==> src/rtl/lvds_align_pkg.sv <==
`default_nettype none
// ============================================================================
//  Module      : lvds_align_pkg
//  Description : Shared types and constants for the LVDS word aligner:
//                lane FSM state encoding, word/offset/counter widths and the
//                barrel-select helper used by every lane.
//  Revision    : 1.0  initial release
// ============================================================================
package lvds_align_pkg;

  localparam int WORD_W   = 8;   // deserialized word width
  localparam int OFFSET_W = 3;   // bit offset 0..7
  localparam int ERRCNT_W = 16;  // optional per-lane mismatch statistic
  localparam int MATCH_W  = 8;   // holds MATCH_CNT up to 255
  localparam int ERRLIM_W = 4;   // holds ERR_LIMIT up to 15
  localparam int SWEEP_W  = 4;   // holds MAX_SWEEPS up to 15

  typedef enum logic [1:0] {
    IDLE   = 2'd0,
    SEARCH = 2'd1,
    LOCKED = 2'd2,
    FAILED = 2'd3
  } lane_state_t;

  // Pick the word starting k bits into {cur, prev}; bit 0 of prev is the
  // oldest received bit, so a larger k moves the window later in time.
  function automatic logic [WORD_W-1:0] window_select(
    input logic [2*WORD_W-1:0] win,
    input logic [OFFSET_W-1:0] k
  );
    return WORD_W'(win >> k);
  endfunction

endpackage
`default_nettype wire

==> src/rtl/lvds_lane_aligner.sv <==
`default_nettype none
// ============================================================================
//  Module      : lvds_lane_aligner
//  Description : One lane of the word aligner. Keeps the previous word,
//                barrel-selects an 8-bit candidate from {cur, prev} at the
//                current offset, registers it as aligned output and runs the
//                IDLE/SEARCH/LOCKED/FAILED training FSM.
//  Ports       : rxclk_div, reset (async, active high), bitslip_finished,
//                train_en, train_pattern[7:0], rx_word[7:0] in;
//                aligned_word[7:0], locked, failed, offset[2:0] out.
//                With LVDS_ALIGN_ERRCNT_EN: err_clear in, err_count[15:0] out.
//  Revision    : 1.0  initial release
// ============================================================================
module lvds_lane_aligner
  import lvds_align_pkg::*;
#(
  parameter int MATCH_CNT  = 16,
  parameter int ERR_LIMIT  = 4,
  parameter int MAX_SWEEPS = 4
) (
  input  logic                rxclk_div,
  input  logic                reset,
  input  logic                bitslip_finished,
  input  logic                train_en,
  input  logic [WORD_W-1:0]   train_pattern,
  input  logic [WORD_W-1:0]   rx_word,
`ifdef LVDS_ALIGN_ERRCNT_EN
  input  logic                err_clear,
  output logic [ERRCNT_W-1:0] err_count,
`endif
  output logic [WORD_W-1:0]   aligned_word,
  output logic                locked,
  output logic                failed,
  output logic [OFFSET_W-1:0] offset
);

  localparam logic [MATCH_W-1:0]  C_MATCH_LAST = MATCH_W'(MATCH_CNT - 1);
  localparam logic [MATCH_W-1:0]  C_MATCH_FULL = MATCH_W'(MATCH_CNT);
  localparam logic [ERRLIM_W-1:0] C_ERR_LAST   = ERRLIM_W'(ERR_LIMIT - 1);
  localparam logic [SWEEP_W-1:0]  C_SWEEP_LAST = SWEEP_W'(MAX_SWEEPS - 1);
  localparam logic [SWEEP_W-1:0]  C_SWEEP_FULL = SWEEP_W'(MAX_SWEEPS);
  localparam logic [OFFSET_W-1:0] C_OFFSET_MAX = '1;

  lane_state_t         r_state,     w_state_nxt;
  logic [OFFSET_W-1:0] r_offset,    w_offset_nxt;
  logic [MATCH_W-1:0]  r_match_cnt, w_match_nxt;
  logic [ERRLIM_W-1:0] r_err_cnt,   w_err_nxt;
  logic [SWEEP_W-1:0]  r_sweep_cnt, w_sweep_nxt;
  logic [WORD_W-1:0]   r_prev;
  logic [WORD_W-1:0]   r_aligned;
  logic [WORD_W-1:0]   w_cand;
  logic                w_match;

  assign w_cand  = window_select({rx_word, r_prev}, r_offset);
  assign w_match = (w_cand == train_pattern);

  // Datapath runs in every state; only the top-level valid qualifies it.
  always_ff @(posedge rxclk_div or posedge reset) begin
    if (reset) begin
      r_prev    <= '0;
      r_aligned <= '0;
    end else begin
      r_prev    <= rx_word;
      r_aligned <= w_cand;
    end
  end

  always_ff @(posedge rxclk_div or posedge reset) begin
    if (reset) begin
      r_state     <= IDLE;
      r_offset    <= '0;
      r_match_cnt <= '0;
      r_err_cnt   <= '0;
      r_sweep_cnt <= '0;
    end else begin
      r_state     <= w_state_nxt;
      r_offset    <= w_offset_nxt;
      r_match_cnt <= w_match_nxt;
      r_err_cnt   <= w_err_nxt;
      r_sweep_cnt <= w_sweep_nxt;
    end
  end

  always_comb begin
    w_state_nxt  = r_state;
    w_offset_nxt = r_offset;
    w_match_nxt  = r_match_cnt;
    w_err_nxt    = r_err_cnt;
    w_sweep_nxt  = r_sweep_cnt;

    if (!bitslip_finished) begin
      // Deserializer not ready: everything back to a clean IDLE.
      w_state_nxt  = IDLE;
      w_offset_nxt = '0;
      w_match_nxt  = '0;
      w_err_nxt    = '0;
      w_sweep_nxt  = '0;
    end else begin
      case (r_state)
        IDLE: begin
          w_state_nxt  = SEARCH;
          w_offset_nxt = '0;
        end
        SEARCH: begin
          if (train_en) begin
            if (w_match) begin
              if (r_match_cnt >= C_MATCH_LAST) begin
                w_match_nxt = C_MATCH_FULL;
                w_err_nxt   = '0;
                w_state_nxt = LOCKED;
              end else begin
                w_match_nxt = r_match_cnt + 1'b1;
              end
            end else begin
              w_match_nxt  = '0;
              w_offset_nxt = r_offset + 1'b1;  // wraps 7 -> 0
              if (r_offset == C_OFFSET_MAX) begin
                if (r_sweep_cnt >= C_SWEEP_LAST) begin
                  w_sweep_nxt = C_SWEEP_FULL;
                  w_state_nxt = FAILED;
                end else begin
                  w_sweep_nxt = r_sweep_cnt + 1'b1;
                end
              end
            end
          end
        end
        LOCKED: begin
          if (train_en) begin
            if (!w_match) begin
              if (r_err_cnt >= C_ERR_LAST) begin
                // Re-search starting from the offset that used to work.
                w_state_nxt = SEARCH;
                w_match_nxt = '0;
                w_err_nxt   = '0;
              end else begin
                w_err_nxt = r_err_cnt + 1'b1;
              end
            end else begin
              w_err_nxt = '0;
            end
          end
        end
        FAILED: begin
          w_state_nxt = FAILED;
        end
        default: begin
          w_state_nxt = IDLE;
        end
      endcase
    end
  end

`ifdef LVDS_ALIGN_ERRCNT_EN
  logic [ERRCNT_W-1:0] r_err_count;

  // Long-term statistic: survives re-search, only reset or err_clear zero it.
  always_ff @(posedge rxclk_div or posedge reset) begin
    if (reset) begin
      r_err_count <= '0;
    end else if (err_clear) begin
      r_err_count <= '0;
    end else if ((r_state == LOCKED) && train_en && !w_match &&
                 (r_err_count != {ERRCNT_W{1'b1}})) begin
      r_err_count <= r_err_count + 1'b1;
    end
  end

  assign err_count = r_err_count;
`endif

  assign aligned_word = r_aligned;
  assign locked       = (r_state == LOCKED);
  assign failed       = (r_state == FAILED);
  assign offset       = r_offset;

endmodule
`default_nettype wire

==> src/rtl/lvds_word_aligner.sv <==
`default_nettype none
// ============================================================================
//  Module      : lvds_word_aligner
//  Description : D-lane word aligner behind the 1:8 DDR deserializer, in the
//                rxclk_div domain. Each lane finds the bit offset of a known
//                training word and emits word-aligned data; aligned_valid is
//                high while every lane is locked.
//  Ports       : rxclk_div, reset (async, active high), bitslip_finished,
//                rx_data[8*D-1:0], train_en, train_pattern[7:0] in;
//                aligned_data[8*D-1:0], aligned_valid, lane_locked[D-1:0],
//                lane_failed[D-1:0], bit_offset[3*D-1:0] out.
//  Option      : `define LVDS_ALIGN_ERRCNT_EN adds err_clear (in) and
//                err_count[16*D-1:0] (out), per-lane locked-mismatch counts.
//  Revision    : 1.0  initial release
// ============================================================================
module lvds_word_aligner
  import lvds_align_pkg::*;
#(
  parameter int D          = 8,
  parameter int MATCH_CNT  = 16,
  parameter int ERR_LIMIT  = 4,
  parameter int MAX_SWEEPS = 4
) (
  input  logic                  rxclk_div,
  input  logic                  reset,
  input  logic                  bitslip_finished,
  input  logic [WORD_W*D-1:0]   rx_data,
  input  logic                  train_en,
  input  logic [WORD_W-1:0]     train_pattern,
`ifdef LVDS_ALIGN_ERRCNT_EN
  input  logic                  err_clear,
  output logic [ERRCNT_W*D-1:0] err_count,
`endif
  output logic [WORD_W*D-1:0]   aligned_data,
  output logic                  aligned_valid,
  output logic [D-1:0]          lane_locked,
  output logic [D-1:0]          lane_failed,
  output logic [OFFSET_W*D-1:0] bit_offset
);

  logic r_valid;

  for (genvar i = 0; i < D; i++) begin : g_lane
    lvds_lane_aligner #(
      .MATCH_CNT  (MATCH_CNT),
      .ERR_LIMIT  (ERR_LIMIT),
      .MAX_SWEEPS (MAX_SWEEPS)
    ) u_lane (
      .rxclk_div        (rxclk_div),
      .reset            (reset),
      .bitslip_finished (bitslip_finished),
      .train_en         (train_en),
      .train_pattern    (train_pattern),
      .rx_word          (rx_data[WORD_W*i +: WORD_W]),
`ifdef LVDS_ALIGN_ERRCNT_EN
      .err_clear        (err_clear),
      .err_count        (err_count[ERRCNT_W*i +: ERRCNT_W]),
`endif
      .aligned_word     (aligned_data[WORD_W*i +: WORD_W]),
      .locked           (lane_locked[i]),
      .failed           (lane_failed[i]),
      .offset           (bit_offset[OFFSET_W*i +: OFFSET_W])
    );
  end

  // Valid rises one cycle after the last lane locks, but the AND with the
  // live lock bits makes it fall in the same cycle any lane drops out.
  always_ff @(posedge rxclk_div or posedge reset) begin
    if (reset) begin
      r_valid <= 1'b0;
    end else begin
      r_valid <= (&lane_locked) & bitslip_finished;
    end
  end

  assign aligned_valid = r_valid & (&lane_locked);

endmodule
`default_nettype wire
==> config.mk <==
export PLATFORM = sky130hd
export DESIGN_NAME = lvds_word_aligner
export DESIGN_NICKNAME = d
export VERILOG_FILES = /design/src/rtl/lvds_align_pkg.sv /design/src/rtl/lvds_lane_aligner.sv /design/src/rtl/lvds_word_aligner.sv
export SDC_FILE = /design/constraint.sdc
export NUM_CORES = 1
export LEC_CHECK = 0
export CELL_PAD_IN_SITES_DETAIL_PLACEMENT = 2
export CELL_PAD_IN_SITES_GLOBAL_PLACEMENT = 2
export CORE_UTILIZATION = 35
export CTS_BUF_LIST = sky130_fd_sc_hd__clkbuf_8
export CTS_CLUSTER_DIAMETER = 150
export DETAILED_ROUTE_END_ITERATION = 8
export HOLD_SLACK_MARGIN = 0.15
export PLACE_DENSITY_LB_ADDON = 0.1
export REMOVE_ABC_BUFFERS = 1
export SLEW_MARGIN = 20
export SYNTH_ARGS = -nofsm -noshare
export SYNTH_HDL_FRONTEND = slang
export SYNTH_HIERARCHICAL = 1
export SYNTH_SLANG_ARGS = --single-unit
==> constraint.sdc <==
create_clock -name rxclk_div -period 5.8 [get_ports rxclk_div]
set_clock_uncertainty 0.15 [all_clocks]
set_input_delay 1.74 -clock rxclk_div [delete_from_list [all_inputs] [get_ports rxclk_div]]
set_output_delay 1.74 -clock rxclk_div [all_outputs]
set_load 0.01 [all_outputs]
### Word-level counts from Yosys, hierarchy flattened

Cells that the tools add are included.

* memory bits (writable): 0
* register bits: 297
* bits of input ports: 76
* output and inout bits: 105
* latch bits: 0
* memory bits (read-only): 0
* logic and storage cells: 621
* memories: 0

* divide/modulo/power cells: 0
* eq/ne operators: 161
* add/subtract/negate cells: 32
* reduce and logical (&&, ||, !) cells: 49
* shift-type cells: 8
* bitwise operators: 2
* muxes and demuxes: 288
* multipliers: 0
* order comparisons: 24

Operators by type and width (count)
* 8-bit two-way mux: 56
* 4-bit two-way mux: 104
* 2-bit two-way mux: 72
* 8-bit one-hot mux with 2 select lines: 8
* 16-bit by 3-bit >> shifter with 8-bit output: 8
* 3-bit inequality test (second input constant): 40
* 5-bit AND reduction: 16
* 3-bit two-way mux: 24
* 4-bit by 1-bit adder with 4-bit output (second input constant): 16
* 8-bit by 1-bit adder with 8-bit output (second input constant): 8
* 8-bit equality test: 8
* 4-bit by 2-bit >= comparator with 1-bit output (second input constant): 16
* 8-bit by 4-bit >= comparator with 1-bit output (second input constant): 8
* 4-bit by 2-bit inequality test with 1-bit output (second input constant): 16
* 2-bit one-hot mux with 4 select lines: 8
* 4-bit one-hot mux with 2 select lines: 8
* 7-bit AND reduction: 8
* 3-bit by 1-bit inequality test with 1-bit output (second input constant): 16
* 3-bit by 2-bit inequality test with 1-bit output (second input constant): 16
* 3-bit one-hot mux with 2 select lines: 8
* 2-bit by 1-bit inequality test with 1-bit output (second input constant): 17
* 2-bit equality test (second input constant): 16
* 4-bit inequality test (second input constant): 8
* 4-bit AND reduction: 8
* other kinds (8): 51

### Longest topological paths before layout

* word-level depth: 7
* depth in mapped cells: 11
* mapped depth without buffers: 8

### By module

The synthesis kept the hierarchy.

Modules (own cells, without submodules)
* lvds_lane_aligner at g_lane[0].u_lane ...: cells each 186, instances 5, sequential area each 925.9 um^2, area an instance 2263.4 um^2
* lvds_lane_aligner at g_lane[1].u_lane ...: cells each 178, instances 3, sequential area each 925.9 um^2, area an instance 2087.0 um^2
* lvds_word_aligner: cells each 8, instances 1, sequential area each 25.0 um^2, area an instance 58.8 um^2

### Worst setup path after synthesis

No wires, ideal clock.

* path kind: input -> register
* start: input rx_data[13]
* end: register g_lane[1].u_lane.r_err_cnt[0]
* stages on the path: 8
* library setup time: 0.121 ns
* data arrival time: 4.397 ns
* path slack: 1.132 ns
* buffers on the path: 1
* data required time: 5.529 ns
* cells stage by stage: mux4_2 -> mux2_2 -> xor2_1 -> or4_1 -> or4_1 -> clkbuf_1 -> o311a_1 -> a22o_1

* longest elaborated chain between the ends: 6
* elaborated cells on any way between the ends: 8
* those cells by class: eq/ne: 2; shift: 1; mux: 4; reduce/logical: 1

RTL lines
* start, declared: line lvds_word_aligner.sv:27 `input logic [WORD_W*D-1:0] rx_data,`
* 16-bit by 3-bit >> shifter with 8-bit output *: line lvds_align_pkg.sv:31 `return WORD_W'(win >> k);`
* via g_lane[1].u_lane.w_cand[6]: line lvds_lane_aligner.sv:51 `logic [WORD_W-1:0] w_cand;`
* 8-bit equality test *: line lvds_lane_aligner.sv:55 `assign w_match = (w_cand == train_pattern);`
* 4-bit two-way mux: line lvds_lane_aligner.sv:130 `if (!w_match) begin`
* 4-bit two-way mux: line lvds_lane_aligner.sv:129 `if (train_en) begin`
* 4-bit one-hot mux with 2 select lines: line lvds_lane_aligner.sv:99 `case (r_state)`
* 4-bit two-way mux: line lvds_lane_aligner.sv:91 `if (!bitslip_finished) begin`
* end signal, assigned: line lvds_lane_aligner.sv:79 `r_err_cnt <= w_err_nxt;`
* end, declared: line lvds_lane_aligner.sv:47 `logic [ERRLIM_W-1:0] r_err_cnt, w_err_nxt;`

Mark *: on every way through the listed nets, which the timed path passes. The rest lies on a longest branch. The select of a mux whose other input is x is not followed.
A chain may end at the register's enable or synchronous reset.

### Final worst setup path

* start: input rx_data[49]
* end: register g_lane[6].u_lane.r_match_cnt[3]

* longest elaborated chain between the ends: 6
* elaborated cells on any way between the ends: 8
* those cells by class: eq/ne: 2; shift: 1; mux: 4; reduce/logical: 1

RTL lines
* 16-bit by 3-bit >> shifter with 8-bit output *: line lvds_align_pkg.sv:31
* via g_lane[6].u_lane.w_cand[6]: line lvds_lane_aligner.sv:51
* 8-bit equality test *: line lvds_lane_aligner.sv:55
* 8-bit two-way mux: line lvds_lane_aligner.sv:106 `if (w_match) begin`
* 8-bit two-way mux: line lvds_lane_aligner.sv:105 `if (train_en) begin`
* 8-bit one-hot mux with 2 select lines: line lvds_lane_aligner.sv:99
* 8-bit two-way mux: line lvds_lane_aligner.sv:91
* end signal, assigned: line lvds_lane_aligner.sv:78 `r_match_cnt <= w_match_nxt;`
* end, declared: line lvds_lane_aligner.sv:46 `logic [MATCH_W-1:0] r_match_cnt, w_match_nxt;`

Marked as above.

==> results.cfg <==
[placement]
place_congestion = 0.7751
dpl_worst_slack_ns = 0.2971
port_buffers = 180
place_hpwl_um = 37190

[floorplan]
die_y_um = 226.5
start_util = 0.3573
fp.coreArea_sq_mm = 0.04936
pin_count = 181
die_area_sq_mm = 0.05129
die_w_um = 226.5
row_count = 81

[critical_path]
path_class = in2reg
regToRegSetupSlack_ns = 1.55
worstPathCellList = clkdlybuf4s50_1 > mux4_2 > mux2_2 > xor2_1 > or4_1 > or4_1 > buf_4 > a2111oi_0 > a21o_1
worst_path_largest_cell_delay_ns = 0.69
crit_path_start = rx_data[49]
path_common_cell = or4_1
worstPathRequired_ns = 6.25
timing.rr.start = g_lane[6].u_lane/offset[0]$_DFFE_PP0P_
path_max_fanout = 8
worst_path_max_delay_cell = or4_1
critPathCaptureType = register
start_kind = primary input
arrival_ns = 5.32

[sta]
hold_viol = 0
fmax_ghz = 0.2053
setup_tns_ns = 0
tightest_slew_ns = 0.9053
rsz0062_at_grt = false
finalCriticalPeriod_ns = 4.871
holdWs_ns = 0.3239
fin_crit_sh = 0.8399
fin_ws_ns = 0.9286
setup_viol = 0
slew_headroom = 0.3964
report.final.slew_viol_count = 0

[flow_run]
cap_violations = 0

[status]
outcome = completed

[drt]
drc = 0
avgRoutedWirePerCell_um = 22.04
routed-via-count = 12950
avgViaCountPerCell = 5.449
ant_nets = 0
wirelength_um = 52370
first_pass_iters = 4
first_iter_violations = 447

[grt]
grt_max_degree = 52
grtUsageMet1 = 0.2731
grt_util_met2 = 0.3602
grt_pass1_vias = 14290
grt_usage = 0.2106
overflow = 0
grt_pass1_wl_um = 83630
antenna_found_initial = 1
use_met3 = 0.03823
grt_busiest_layer = met2

[yosys]
synth_top_area_share = 0.4214
synth_largest_area_cell = dfrtp_1
synth.most_common_cell = dfrtp_1
synthTopCellsByArea = dfrtp_1 42%, mux4_2 7.3%, mux2i_1 4.4%
ys_seq_area_frac = 0.4214
synth_flop_cell = dfrtp_1
yosysWarnings = 6
syn_area_sq_mm = 0.01764
synth_cell_types = 62
async_flop_share = 1.000
synth_edf_count = 0
ys_seq_elements = 297
synth_top_cells_by_count = 297 x dfrtp_1, 83 x nand2_1, 78 x mux2i_1, 70 x inv_1, 59 x and2_1
syn_avg_cell_area_sq_um = 11.98
syn_inst = 1472

[cts]
cts-hold-fix-buffers = 0
cts_htree_levels = 2
root_buffer = clkbuf_8
cts_tree = done
clk_latency_ns = 0.66
cts-resized-gates = 0
cts_setup_buffers = 0
clk_pin_slew_ns = 0.06
cts_sinks = 297
cts_buffers = 57
cts.path.max_buffers = 3

[worst_hold_path]
min_from = g_lane[6].u_lane/r_match_cnt[6]$_DFFE_PP0P_
hold_class = reg2reg

[cells_and_area]
nNetsFinal = 1785
fill_cells = 5060
post-route-util = 0.4302
layout-drive-gt1-share = 0.1923
area_delta_synth_final_pct = 20.38

[power_and_ir_drop]
max-vdd-ir-drop_mv = 0.1314
leakage_uw = 0.009129
finalPower_uw = 5155
p_per_area_mw_per_mm2 = 242.8
[metrics by stage]
step,instance area [sq um],std cells
after floorplan,17140,1397
after global placement,20010,2274
after detailed placement,20010,2274
after CTS,21230,2375
after global routing,21230,2375
final,21230,2376
[power breakdown]
group          internal (uW)  switching [uW]  total (uW)  leakage (uW)
registers               2140            73.0        2210       0.00383
logic                    309             367         676       0.00461
clock network           1300             969        2270      0.000689
total                   3750            1410        5160       0.00913
[cell usage in the layout (no fill, tap or decap), types with 52 or more instances in the layout]
cell type / synthesis / final
clkbuf_8: 0 / 66
nor2_1: 55 / 55
and2_1: 59 / 59
mux2_2: 56 / 56
inv_1: 70 / 87
mux2i_1: 78 / 78
clkdlybuf4s50_1: 0 / 178
nand3_1: 52 / 52
nand2_1: 83 / 83
mux4_2: 57 / 57
dfrtp_1: 297 / 297
[path summary, 6_finish.rpt]
check,to,cells after the start
max reg2reg,g_lane[6].u_lane/r_match_cnt[3]$_DFFE_PP0P_,8
max,g_lane[6].u_lane/r_match_cnt[3]$_DFFE_PP0P_,9
max in group asynchronous,g_lane[4].u_lane/aligned_word[0]$_DFF_PP0_,4
min in group asynchronous,r_valid$_DFF_PP0_,3
min reg2reg,g_lane[6].u_lane/r_match_cnt[6]$_DFFE_PP0P_,1
min,g_lane[6].u_lane/r_match_cnt[6]$_DFFE_PP0P_,1
[cell families after synthesis]
group | synth area share
xor+xnor | 0.03419
flops | 0.4214
buf+inv | 0.04327
mux | 0.2110
compound gates | 0.1032
fa+ha+maj | 0.02838
simple gates | 0.1586
[state kept, by name (all words and copies together), names as in the netlist]
| name | flops |
|---|---|
| g_lane.u_lane/r_err_cnt | 32 |
| g_lane.u_lane/offset | 24 |
| r_valid | 1 |
| g_lane.u_lane/aligned_word | 64 |
| g_lane.u_lane/r_match_cnt | 64 |
| g_lane.u_lane/r_prev | 64 |
| g_lane.u_lane/r_state | 16 |
| g_lane.u_lane/r_sweep_cnt | 32 |
[per-layer routing]
layer,share of wire,up-vias,wire length [um]
met1,0.45,6751,23340
li1,-,5902,-
met4,0.021,2,1111
met2,0.50,220,26030
met5,0.00025,-,13
met3,0.036,73,1874
[cell type report]
class                           instances  area (sq um)  area share
Antenna cell                            1         2.502   0.0001179
Clock buffer                           66         908.4     0.04278
Clock inverter                         35         309.0     0.01456
Inverter                               70         262.8     0.01238
Multi-Input combinational cell       1030          9442      0.4447
Sequential cell                       297          7432      0.3501
Tap cell                              664         830.8     0.03913
Timing Repair Buffer                  213          2044     0.09629
[critical path, delay by kind of cell]
| kind | cells | cell delay, ns |
|---|---|---|
| AOI/OAI and AO/OA | 2 | 0.60 |
| xor gates and xnor gates | 1 | 0.14 |
| muxes | 2 | 0.80 |
| and+or+nand+nor | 2 | 1.27 |
| buffers and inverters | 2 | 0.75 |
Power figures use the tool's default switching activity.
